[src/rtl/sdk_uart_pkg.sv]
`default_nettype none
// ============================================================================
// Module      : sdk_uart_pkg
// Description : Shared types and constants for the sudoku UART frame path.
// Revision    : 1.0 - initial release
// ============================================================================
package sdk_uart_pkg;

    typedef enum logic [1:0] {
        S_HUNT = 2'd0,
        S_LOAD = 2'd1,
        S_CSUM = 2'd2,
        S_HOLD = 2'd3
    } state_t;

    localparam logic [1:0] ERR_NONE    = 2'd0;
    localparam logic [1:0] ERR_CHAR    = 2'd1;
    localparam logic [1:0] ERR_CSUM    = 2'd2;
    localparam logic [1:0] ERR_TIMEOUT = 2'd3;

    localparam logic [7:0] C_SYNC_BYTE  = 8'hA5;
    localparam logic [7:0] C_ASCII_ZERO = 8'h30;
    localparam logic [7:0] C_ASCII_ONE  = 8'h31;
    localparam logic [7:0] C_ASCII_NINE = 8'h39;
    localparam logic [7:0] C_ASCII_DOT  = 8'h2E;

endpackage : sdk_uart_pkg
`default_nettype wire

[src/rtl/ascii_cell_decode.sv]
`default_nettype none
// ============================================================================
// Module      : ascii_cell_decode
// Description : Maps an ASCII byte to a sudoku cell value ('0'/'.' = blank).
// Revision    : 1.0 - initial release
// ============================================================================
module ascii_cell_decode
    import sdk_uart_pkg::*;
(
    input  logic [7:0] ascii_byte,
    output logic       is_valid,
    output logic [3:0] value
);

    always_comb begin
        is_valid = 1'b0;
        value    = 4'd0;
        if (ascii_byte >= C_ASCII_ONE && ascii_byte <= C_ASCII_NINE) begin
            is_valid = 1'b1;
            value    = ascii_byte[3:0];
        end else if (ascii_byte == C_ASCII_ZERO || ascii_byte == C_ASCII_DOT) begin
            is_valid = 1'b1;
        end
    end

endmodule : ascii_cell_decode
`default_nettype wire

[src/rtl/puzzle_loader.sv]
`default_nettype none
// ============================================================================
// Module      : puzzle_loader
// Description : Hunts for a sync byte, assembles a checksummed sudoku grid and
//               offers it to the solver over a valid/ready handshake.
// Revision    : 1.0 - initial release
// ============================================================================
module puzzle_loader
    import sdk_uart_pkg::*;
#(
    parameter int         NUM_CELLS      = 81,
    parameter logic [7:0] SYNC_BYTE      = C_SYNC_BYTE,
    parameter int         TIMEOUT_CYCLES = 1_000_000,
    parameter int         CNT_W          = 7
) (
    input  logic                   clk,
    input  logic                   rst,
    input  logic                   byte_ready,
    input  logic [7:0]             uart_byte,
    output logic                   rx_hold,
    output logic [NUM_CELLS*4-1:0] puzzle,
    output logic                   puzzle_valid,
    input  logic                   puzzle_ready,
    output logic                   err_pulse,
    output logic [1:0]             err_code,
    output logic                   overrun
);

    localparam int TMR_W = (TIMEOUT_CYCLES > 2) ? $clog2(TIMEOUT_CYCLES) : 1;

    state_t             r_state;
    logic [CNT_W-1:0]   r_idx;
    logic [7:0]         r_csum;
    logic [TMR_W-1:0]   r_timer;

    logic               w_cell_valid;
    logic [3:0]         w_cell_value;
    logic               w_byte;
    logic               w_timeout;

    ascii_cell_decode u_decode (
        .ascii_byte (uart_byte),
        .is_valid   (w_cell_valid),
        .value      (w_cell_value)
    );

    // Bytes arriving while the host was told to pause are dropped.
    assign w_byte    = byte_ready && !rx_hold;
    // Abort on the idle cycle that would bring the timer to TIMEOUT_CYCLES-1.
    assign w_timeout = !byte_ready && (r_timer == TMR_W'(TIMEOUT_CYCLES - 2));

    always_ff @(posedge clk) begin
        if (rst) begin
            r_state      <= S_HUNT;
            r_idx        <= '0;
            r_csum       <= '0;
            r_timer      <= '0;
            puzzle       <= '0;
            puzzle_valid <= 1'b0;
            rx_hold      <= 1'b0;
            err_pulse    <= 1'b0;
            err_code     <= ERR_NONE;
            overrun      <= 1'b0;
        end else begin
            err_pulse <= 1'b0;
            rx_hold   <= 1'b0;
            if (byte_ready && rx_hold) begin
                overrun <= 1'b1;
            end

            case (r_state)
                S_HUNT: begin
                    if (w_byte && uart_byte == SYNC_BYTE) begin
                        r_state <= S_LOAD;
                        r_idx   <= '0;
                        r_csum  <= '0;
                        r_timer <= '0;
                    end
                end

                S_LOAD: begin
                    if (w_byte) begin
                        r_timer <= '0;
                        if (w_cell_valid) begin
                            puzzle[4*r_idx +: 4] <= w_cell_value;
                            r_csum               <= r_csum ^ uart_byte;
                            if (r_idx == CNT_W'(NUM_CELLS - 1)) begin
                                r_state <= S_CSUM;
                                r_idx   <= '0;
                            end else begin
                                r_idx <= r_idx + 1'b1;
                            end
                        end else begin
                            r_state   <= S_HUNT;
                            err_pulse <= 1'b1;
                            err_code  <= ERR_CHAR;
                            r_idx     <= '0;
                            r_csum    <= '0;
                        end
                    end else if (w_timeout) begin
                        r_state   <= S_HUNT;
                        err_pulse <= 1'b1;
                        err_code  <= ERR_TIMEOUT;
                        r_idx     <= '0;
                        r_csum    <= '0;
                        r_timer   <= '0;
                    end else begin
                        r_timer <= r_timer + 1'b1;
                    end
                end

                S_CSUM: begin
                    if (w_byte) begin
                        r_timer <= '0;
                        rx_hold <= 1'b1;
                        r_csum  <= '0;
                        if (uart_byte == r_csum) begin
                            r_state      <= S_HOLD;
                            puzzle_valid <= 1'b1;
                        end else begin
                            r_state   <= S_HUNT;
                            err_pulse <= 1'b1;
                            err_code  <= ERR_CSUM;
                        end
                    end else if (w_timeout) begin
                        r_state   <= S_HUNT;
                        err_pulse <= 1'b1;
                        err_code  <= ERR_TIMEOUT;
                        r_csum    <= '0;
                        r_timer   <= '0;
                    end else begin
                        r_timer <= r_timer + 1'b1;
                    end
                end

                S_HOLD: begin
                    if (puzzle_valid && puzzle_ready) begin
                        puzzle_valid <= 1'b0;
                        r_state      <= S_HUNT;
                    end else begin
                        rx_hold <= 1'b1;
                    end
                end

                default: r_state <= S_HUNT;
            endcase
        end
    end

endmodule : puzzle_loader
`default_nettype wire
[config.mk]
export PLATFORM = sky130hd
export DESIGN_NAME = puzzle_loader
export DESIGN_NICKNAME = d
export VERILOG_FILES = /design/src/rtl/sdk_uart_pkg.sv /design/src/rtl/ascii_cell_decode.sv /design/src/rtl/puzzle_loader.sv
export SDC_FILE = /design/constraint.sdc
export NUM_CORES = 1
export LEC_CHECK = 0
export CAP_MARGIN = 20
export CORE_MARGIN = 1
export CORE_UTILIZATION = 52
export DETAILED_ROUTE_END_ITERATION = 10
export PLACE_DENSITY_LB_ADDON = 0.15
export SLEW_MARGIN = 30
export SYNTH_ARGS = -nofsm -noshare
export SYNTH_HDL_FRONTEND = slang
export SYNTH_SLANG_ARGS = --single-unit
[constraint.sdc]
create_clock -name clk -period 4.9 [get_ports clk]
set_clock_uncertainty 0.1 [all_clocks]
set_input_delay 1.47 -clock clk [delete_from_list [all_inputs] [get_ports clk]]
set_output_delay 1.47 -clock clk [all_outputs]
set_load 0.005 [all_outputs]
== After elaboration in Yosys (flattened, before gate mapping) ==
Cells that the tools add are included.

* Output and inout port bits: 330
* Logic and storage cells: 106
* Bits of input ports: 12
* Register bits: 367

* $add $sub $neg: 3
* Equality and inequality tests: 17
* Order comparisons: 2
* Muxes and demuxes: 48
* Bitwise gates (word level): 1
* Reduce and logical (&&, ||, !) cells: 23
* Shift-type cells: 2

{| class="wikitable"
|+ Operators by type and width
! operator !! count
|-
| 324-bit bitwise mux || 1
|-
| 4-bit by 34-bit variable shift with 324-bit output (first input constant) || 1
|-
| 4-bit by 34-bit variable part select with 324-bit output || 1
|-
| 20-bit 2-to-1 mux || 3
|-
| 8-bit 2-to-1 mux || 5
|-
| 20-bit one-hot mux with 2 select lines || 1
|-
| 7-bit 2-to-1 mux || 5
|-
| 9-bit negation with 34-bit output || 1
|-
| 2-bit 2-to-1 mux || 13
|-
| 8-bit one-hot mux with 3 select lines || 1
|-
| 20-bit by 1-bit adder with 20-bit output (second input constant) || 1
|-
| 20-bit equality test (second input constant) || 1
|-
| 8-bit by 6-bit equality test with 1-bit output (second input constant) || 2
|-
| 7-bit one-hot mux with 2 select lines || 1
|-
| 1-bit 2-to-1 mux || 12
|-
| 3-bit AND reduction || 4
|-
| 3-bit inequality test (second input constant) || 3
|-
| 8-bit equality test || 1
|-
| 8-bit equality test (second input constant) || 1
|-
| 8-bit by 6-bit >= comparator with 1-bit output (second input constant) || 1
|-
| 8-bit by 6-bit less-or-equal comparator with 1-bit output (second input constant) || 1
|-
| 2-bit inequality test (second input constant) || 4
|-
| 2-bit one-hot mux with 4 select lines || 1
|-
| 2-bit nonzero test || 4
|-
| other kinds (17) || 27
|}

== Logic depth before layout (Yosys ltp) ==
* Depth after elaboration: 7
* Gate-level depth with buffers: 16
* Depth with buffers taken out: 10

== By module ==
From an unflattened synthesis, not the netlist that was laid out.

* Cell total of the unflattened synthesis: 1,861
* Area total of the unflattened synthesis: 16,664.7 µm²

{| class="wikitable"
|+ Modules (own cells, without submodules)
! module !! times used !! seq. area each (µm²) !! cells each !! area an instance (µm²)
|-
| puzzle_loader || 1 || 7,347.0 || 1,852 || 16,567.1
|-
| ascii_cell_decode || 1 || 0.0 || 9 || 97.6
|}

== Worst setup path before layout ==
No wires, ideal clock.

* Kind: register to register
* From: register r_idx[0]
* To: register puzzle[23]
* Stages on the path, launching flop included: 15
* Path slack: 1.312 ns
* Library setup time: 0.121 ns
* Required time: 4.679 ns
* Buffers on the path: 4
* Clock period less this slack: 3.588 ns
* Arrival time: 3.368 ns
* Cells stage by stage: dfxtp_1 buf_2 inv_2 ha_1 buf_2 or4b_1 clkbuf_1 nor2_1 ha_1 clkbuf_1 inv_1 a311oi_2 nand4_1 nor3_1 mux2_2

* Longest elaborated chain between the ends: 3
* Elaborated cells between the ends (all ways): 4
* Those cells by class: 1 x add/sub; 2 x shift; 1 x mux

{| class="wikitable"
|+ RTL lines
! element !! line !! text
|-
| start: declaration || puzzle_loader.sv:32 || <nowiki>logic [CNT_W-1:0] r_idx;</nowiki>
|-
| start signal: assignment || puzzle_loader.sv:91 || <nowiki>r_idx <= r_idx + 1'b1;</nowiki>
|-
| 9-bit negation with 34-bit output * || puzzle_loader.sv:85 || <nowiki>puzzle[4*r_idx +: 4] <= w_cell_value;</nowiki>
|-
| 4-bit by 34-bit variable part select with 324-bit output / 4-bit by 34-bit variable shift with 324-bit output (equally long branches) || puzzle_loader.sv:85 ||
|-
| 324-bit bitwise mux * || puzzle_loader.sv:85 ||
|-
| end signal: indexed assignment || puzzle_loader.sv:85 ||
|-
| end: declaration || puzzle_loader.sv:21 || <nowiki>output logic [NUM_CELLS*4-1:0] puzzle,</nowiki>
|}

Mark *: on every way between the ends. The rest lies on a longest branch, timed or not.
A chain may end at the register's enable or synchronous reset.

== Final worst setup path ==
* From: input port uart_byte[7]
* To: register puzzle[304]

* Longest elaborated chain between the ends: 5
* Elaborated cells between the ends (all ways): 12
* Those cells by class: 2 x order compare; 2 x eq/ne; 1 x shift; 4 x mux; 3 x reduce/logical

{| class="wikitable"
|+ RTL lines
! element !! line !! text
|-
| start: declaration || puzzle_loader.sv:19 || <nowiki>input logic [7:0] uart_byte,</nowiki>
|-
| 8-bit by 6-bit >= comparator with 1-bit output, or another cell as far along || ascii_cell_decode.sv:18 || <nowiki>if (ascii_byte >= C_ASCII_ONE && ascii_byte <= C_ASCII_NINE) begin</nowiki>
|-
| 1-bit logical AND / 1-bit logical OR (equally long branches) || ascii_cell_decode.sv:18, ascii_cell_decode.sv:21 ||
|-
| 4-bit 2-to-1 mux / 1-bit 2-to-1 mux (equally long branches) || ascii_cell_decode.sv:18, ascii_cell_decode.sv:21 ||
|-
| 4-bit by 34-bit variable part select with 324-bit output / 1-bit 2-to-1 mux (equally long branches) || puzzle_loader.sv:85, ascii_cell_decode.sv:18 ||
|-
| 324-bit bitwise mux / 3-bit AND reduction (equally long branches) || - ||
|}

Several ways; a longest one is shown, not always the timed one.

==> run_results.csv <==
group,metric,value,unit
worst_setup_path,slowest_stage,"nor3_1",
place,dp_hpwl,45.2,mm
timing,final.setup.tns,0,ns
detailed_routing,drt_iter0_drc,2240,
timing,hold_viol_final,0,
worst_setup_path,max_stage_delay,0.76,ns
global_route,grt_pass1_vias,15800,
clock_network,cts_setup_buffers,0,
yosys,synth_cell_types,83,
clock_network,clk_path_buf_depth,3,
clock_network,cts_tree,"built",
clock_network,clkLatencyLatePin,0.53,ns
finish,area_growth,33.2,%
die,die_x,180,µm
yosys,syn_nets,1897,
pwr,peakVddDrop,254,µV
worst_setup_path,worst-path-max-fanout,12,
worst_setup_path,worstPathCellList,"clkdlybuf4s50_1 -> and4bb_1 -> a22oi_2 -> nor3_1 -> buf_4 -> nand3_1 -> mux2i_1",
timing,holdWs,0.360,ns
pwr,finalPower,6090,µW
die,coreArea,0.0309,mm²
die,dieHeight,180,µm
yosys,ys_seq_area_share,44.5,%
clock_network,cts_buffers,39,
place,gp_congestion,1.06,
yosys,synth_seq_cells,367,
timing,final-setup-viol-count,0,
timing,post-route-min-period,4.05,ns
die,initial_utilization,53.5,%
place,pre_cts_ws,0.462,ns
detailed_routing,wl_per_cell,23.7,µm
run_status,status,"complete, no violations",
finish,nNetsFinal,2232,
timing,slew_headroom,30.7,%
finish,antenna_cells,0,
global_route,grt_use_total,36.7,%
timing,tightestPinTransition,1.04,ns
timing,drv_slew,0,
place,io_buffer_count,341,
die,rows,64,
detailed_routing,routed_wl,62.3,mm
clock_network,cts_hold_buf,0,
detailed_routing,route.detailed.drc,0,
yosys,synth_top_flop_cell,"dfxtp_1",
global_route,grt_pass1_wl,93.7,mm
worst_setup_path,path_class,"in -> reg",
pwr,p_leak,0.00762,µW
global_route,grt-ovfl-total,0,
flow_run,max-cap-violations,0,
worst_setup_path,required,5.21,ns
die,die_area,0.0325,mm²
global_route,antenna_found_initial,1,
yosys,synth_cells,1874,
die,io_pins,342,
detailed_routing,antenna_left,0,
yosys,syn_area,0.0165,mm²
timing,finalCritPeriodShare,82.6,%
clock_network,root_buffer,"clkbuf_16",
min_path,hold_path_class,"reg -> reg",
worst_setup_path,cp_top_family,"simple AND/OR/NAND/NOR gates",
finish,drive_gt1_share,10.4,%
detailed_routing,via_count,17000,
worst_setup_path,cp.arrival,4.36,ns
worst_setup_path,critPathLaunchType,"input port",
yosys,yosysWarningCount,0,
yosys,synthArstFlopShare,0,%
timing,fin_ws,0.853,ns
clock_network,numClockSinks,367,
clock_network,cts.htree.levels,2,
yosys,synth_edf_count,0,
finish,fillers,2355,
yosys,avgSynthCellArea,8.82,µm²
timing,fmax,247,MHz
finish,post-route-util,71.2,%
detailed_routing,viasPerCell,6.45,
worst_setup_path,crit_buf_inv,2,
clock_network,cts_resized,0,
timing,grt_setup_unrepaired,"false",
pwr,cellPowerDensity,277,mW/mm²
clock_network,clkTransAtPathRegs,0.06,ns
detailed_routing,drt_pass1_iterations,6,
worst_setup_path,end_kind,"flop",
global_route,grt_max_degree,148,
per-stage QoR:
stage               cell area (µm²)  instances
floorplan                     16500       1874
global placement              20700       2564
detailed placement            20700       2564
CTS                           22000       2629
global route                  22000       2629
finish                        22000       2629
cells in the final DEF (no fill, tap or decap), types with 5 or more instances in the layout:
cell type and count:
buf_4 108, clkdlybuf4s50_1 340, nor3_2 10, clkbuf_16 40
o22ai_1 6, or3_1 29, clkbuf_1 10, ha_1 11
a22o_1 22, mux2_2 10, nand4_1 72, nor4_2 6
or2_2 7, nor3_1 46, nand2b_1 11, a31o_2 8
a21boi_0 5, o2111ai_1 5, and3_1 6, nand3_1 93
mux2i_1 151, o21ai_0 80, nand2_1 242, xnor2_1 23
inv_1 25, and2_1 5, dfxtp_1 367, nand3b_1 5
and4_1 10, nor2b_1 17, clkbuf_8 5, o2bb2ai_1 26
nor2_1 88, a21oi_1 111, a2111oi_0 6, o211ai_1 31
or4_1 26, o31ai_1 44, nor4_1 18
cell type report:
class	instances	area (µm²)	share of cell area, %
clock buffers	55	1110	5.03
well taps	396	495	2.25
flip-flops and latches	367	7350	33.4
inverters	29	114	0.517
repair buffers	451	4270	19.4
clock inverters	10	150	0.682
multi-input cells	1321	8520	38.7
sequential cells by signal, indices dropped and copies added (netlist names):
signal,count
err_code,2
err_pulse,1
overrun,1
puzzle,324
puzzle_valid,1
r_csum,8
r_idx,7
r_state,2
r_timer,20
rx_hold,1
synthesized netlist by cell type (5+ instances only):
| cell | n | area (µm²) |
|---|---|---|
| dfxtp_1 | 367 | 7350 |
| nand2_1 | 242 | 908 |
| mux2i_1 | 151 | 1510 |
| clkbuf_1 | 118 | 443 |
| a21oi_1 | 111 | 556 |
| nand3_1 | 93 | 465 |
| nor2_1 | 88 | 330 |
| o21ai_0 | 80 | 400 |
| nand4_1 | 72 | 450 |
| nor3_1 | 49 | 245 |
| o31ai_1 | 44 | 330 |
| o211ai_1 | 31 | 233 |
| buf_2 | 30 | 150 |
| or3_1 | 29 | 181 |
| inv_1 | 26 | 97.6 |
| o2bb2ai_1 | 26 | 228 |
| or4_1 | 26 | 195 |
| xnor2_1 | 24 | 210 |
| a22o_1 | 22 | 193 |
| nor4_1 | 20 | 125 |
| nor2b_1 | 17 | 106 |
| ha_1 | 11 | 138 |
| nand2b_1 | 11 | 68.8 |
| and4_1 | 10 | 87.6 |
| mux2_2 | 10 | 113 |
| a31o_2 | 8 | 70.1 |
| buf_1 | 8 | 30.0 |
| nor3_2 | 7 | 70.1 |
| o2111ai_1 | 7 | 61.3 |
| o22ai_1 | 7 | 43.8 |
| or2_2 | 7 | 43.8 |
| a2111oi_0 | 6 | 52.6 |
| and3_1 | 6 | 37.5 |
| a21boi_0 | 5 | 37.5 |
| a2bb2oi_1 | 5 | 43.8 |
| and2_1 | 5 | 31.3 |
| nand3b_1 | 5 | 37.5 |
worst reg2reg max path, delay by kind of cell (launching register included):
kind / cells / cell delay (ns)
and+or+nand+nor: 5 / 1.13
adders and majority gates: 2 / 0.75
DFF: 1 / 0.62
buffers and inverters: 2 / 0.47
AOI/OAI and AO/OA: 2 / 0.45
power by group:
| part | leakage, µW | total (µW) | switching, µW | internal [µW] |
|---|---|---|---|---|
| Sequential | 0.00295 | 2990 | 1.85 | 2990 |
| Combinational | 0.00406 | 149 | 113 | 36.2 |
| Clock | 0.000612 | 2950 | 1220 | 1740 |
final timing paths:
path | from | end | slack (ns) | cells after the start
worst max-delay path | uart_byte[7] | puzzle[304] | 0.85 | 7
worst min-delay path | puzzle[45] | puzzle[45] | 0.36 | 2
worst max register to register | r_idx[1] | puzzle[68] | 1.22 | 11
worst min register to register | puzzle[45] | puzzle[45] | 0.36 | 2
logic make-up after synthesis:
family / after synthesis / synth area share (%)
simple gates: 715 / 22.2
compound gates: 407 / 16.7
flops: 367 / 44.5
buf+inv: 186 / 4.47
mux: 161 / 9.83
xor+xnor: 27 / 1.48
fa+ha+maj: 11 / 0.833
layer usage:
layer | share of wire (%) | global-route usage (%)
met5 | 0 | 0
met4 | 4.5 | 16.0
met3 | 11 | 8.08
met2 | 45 | 58.1
met1 | 40 | 48.2
Note: power is estimated with default switching activity, not from simulation.
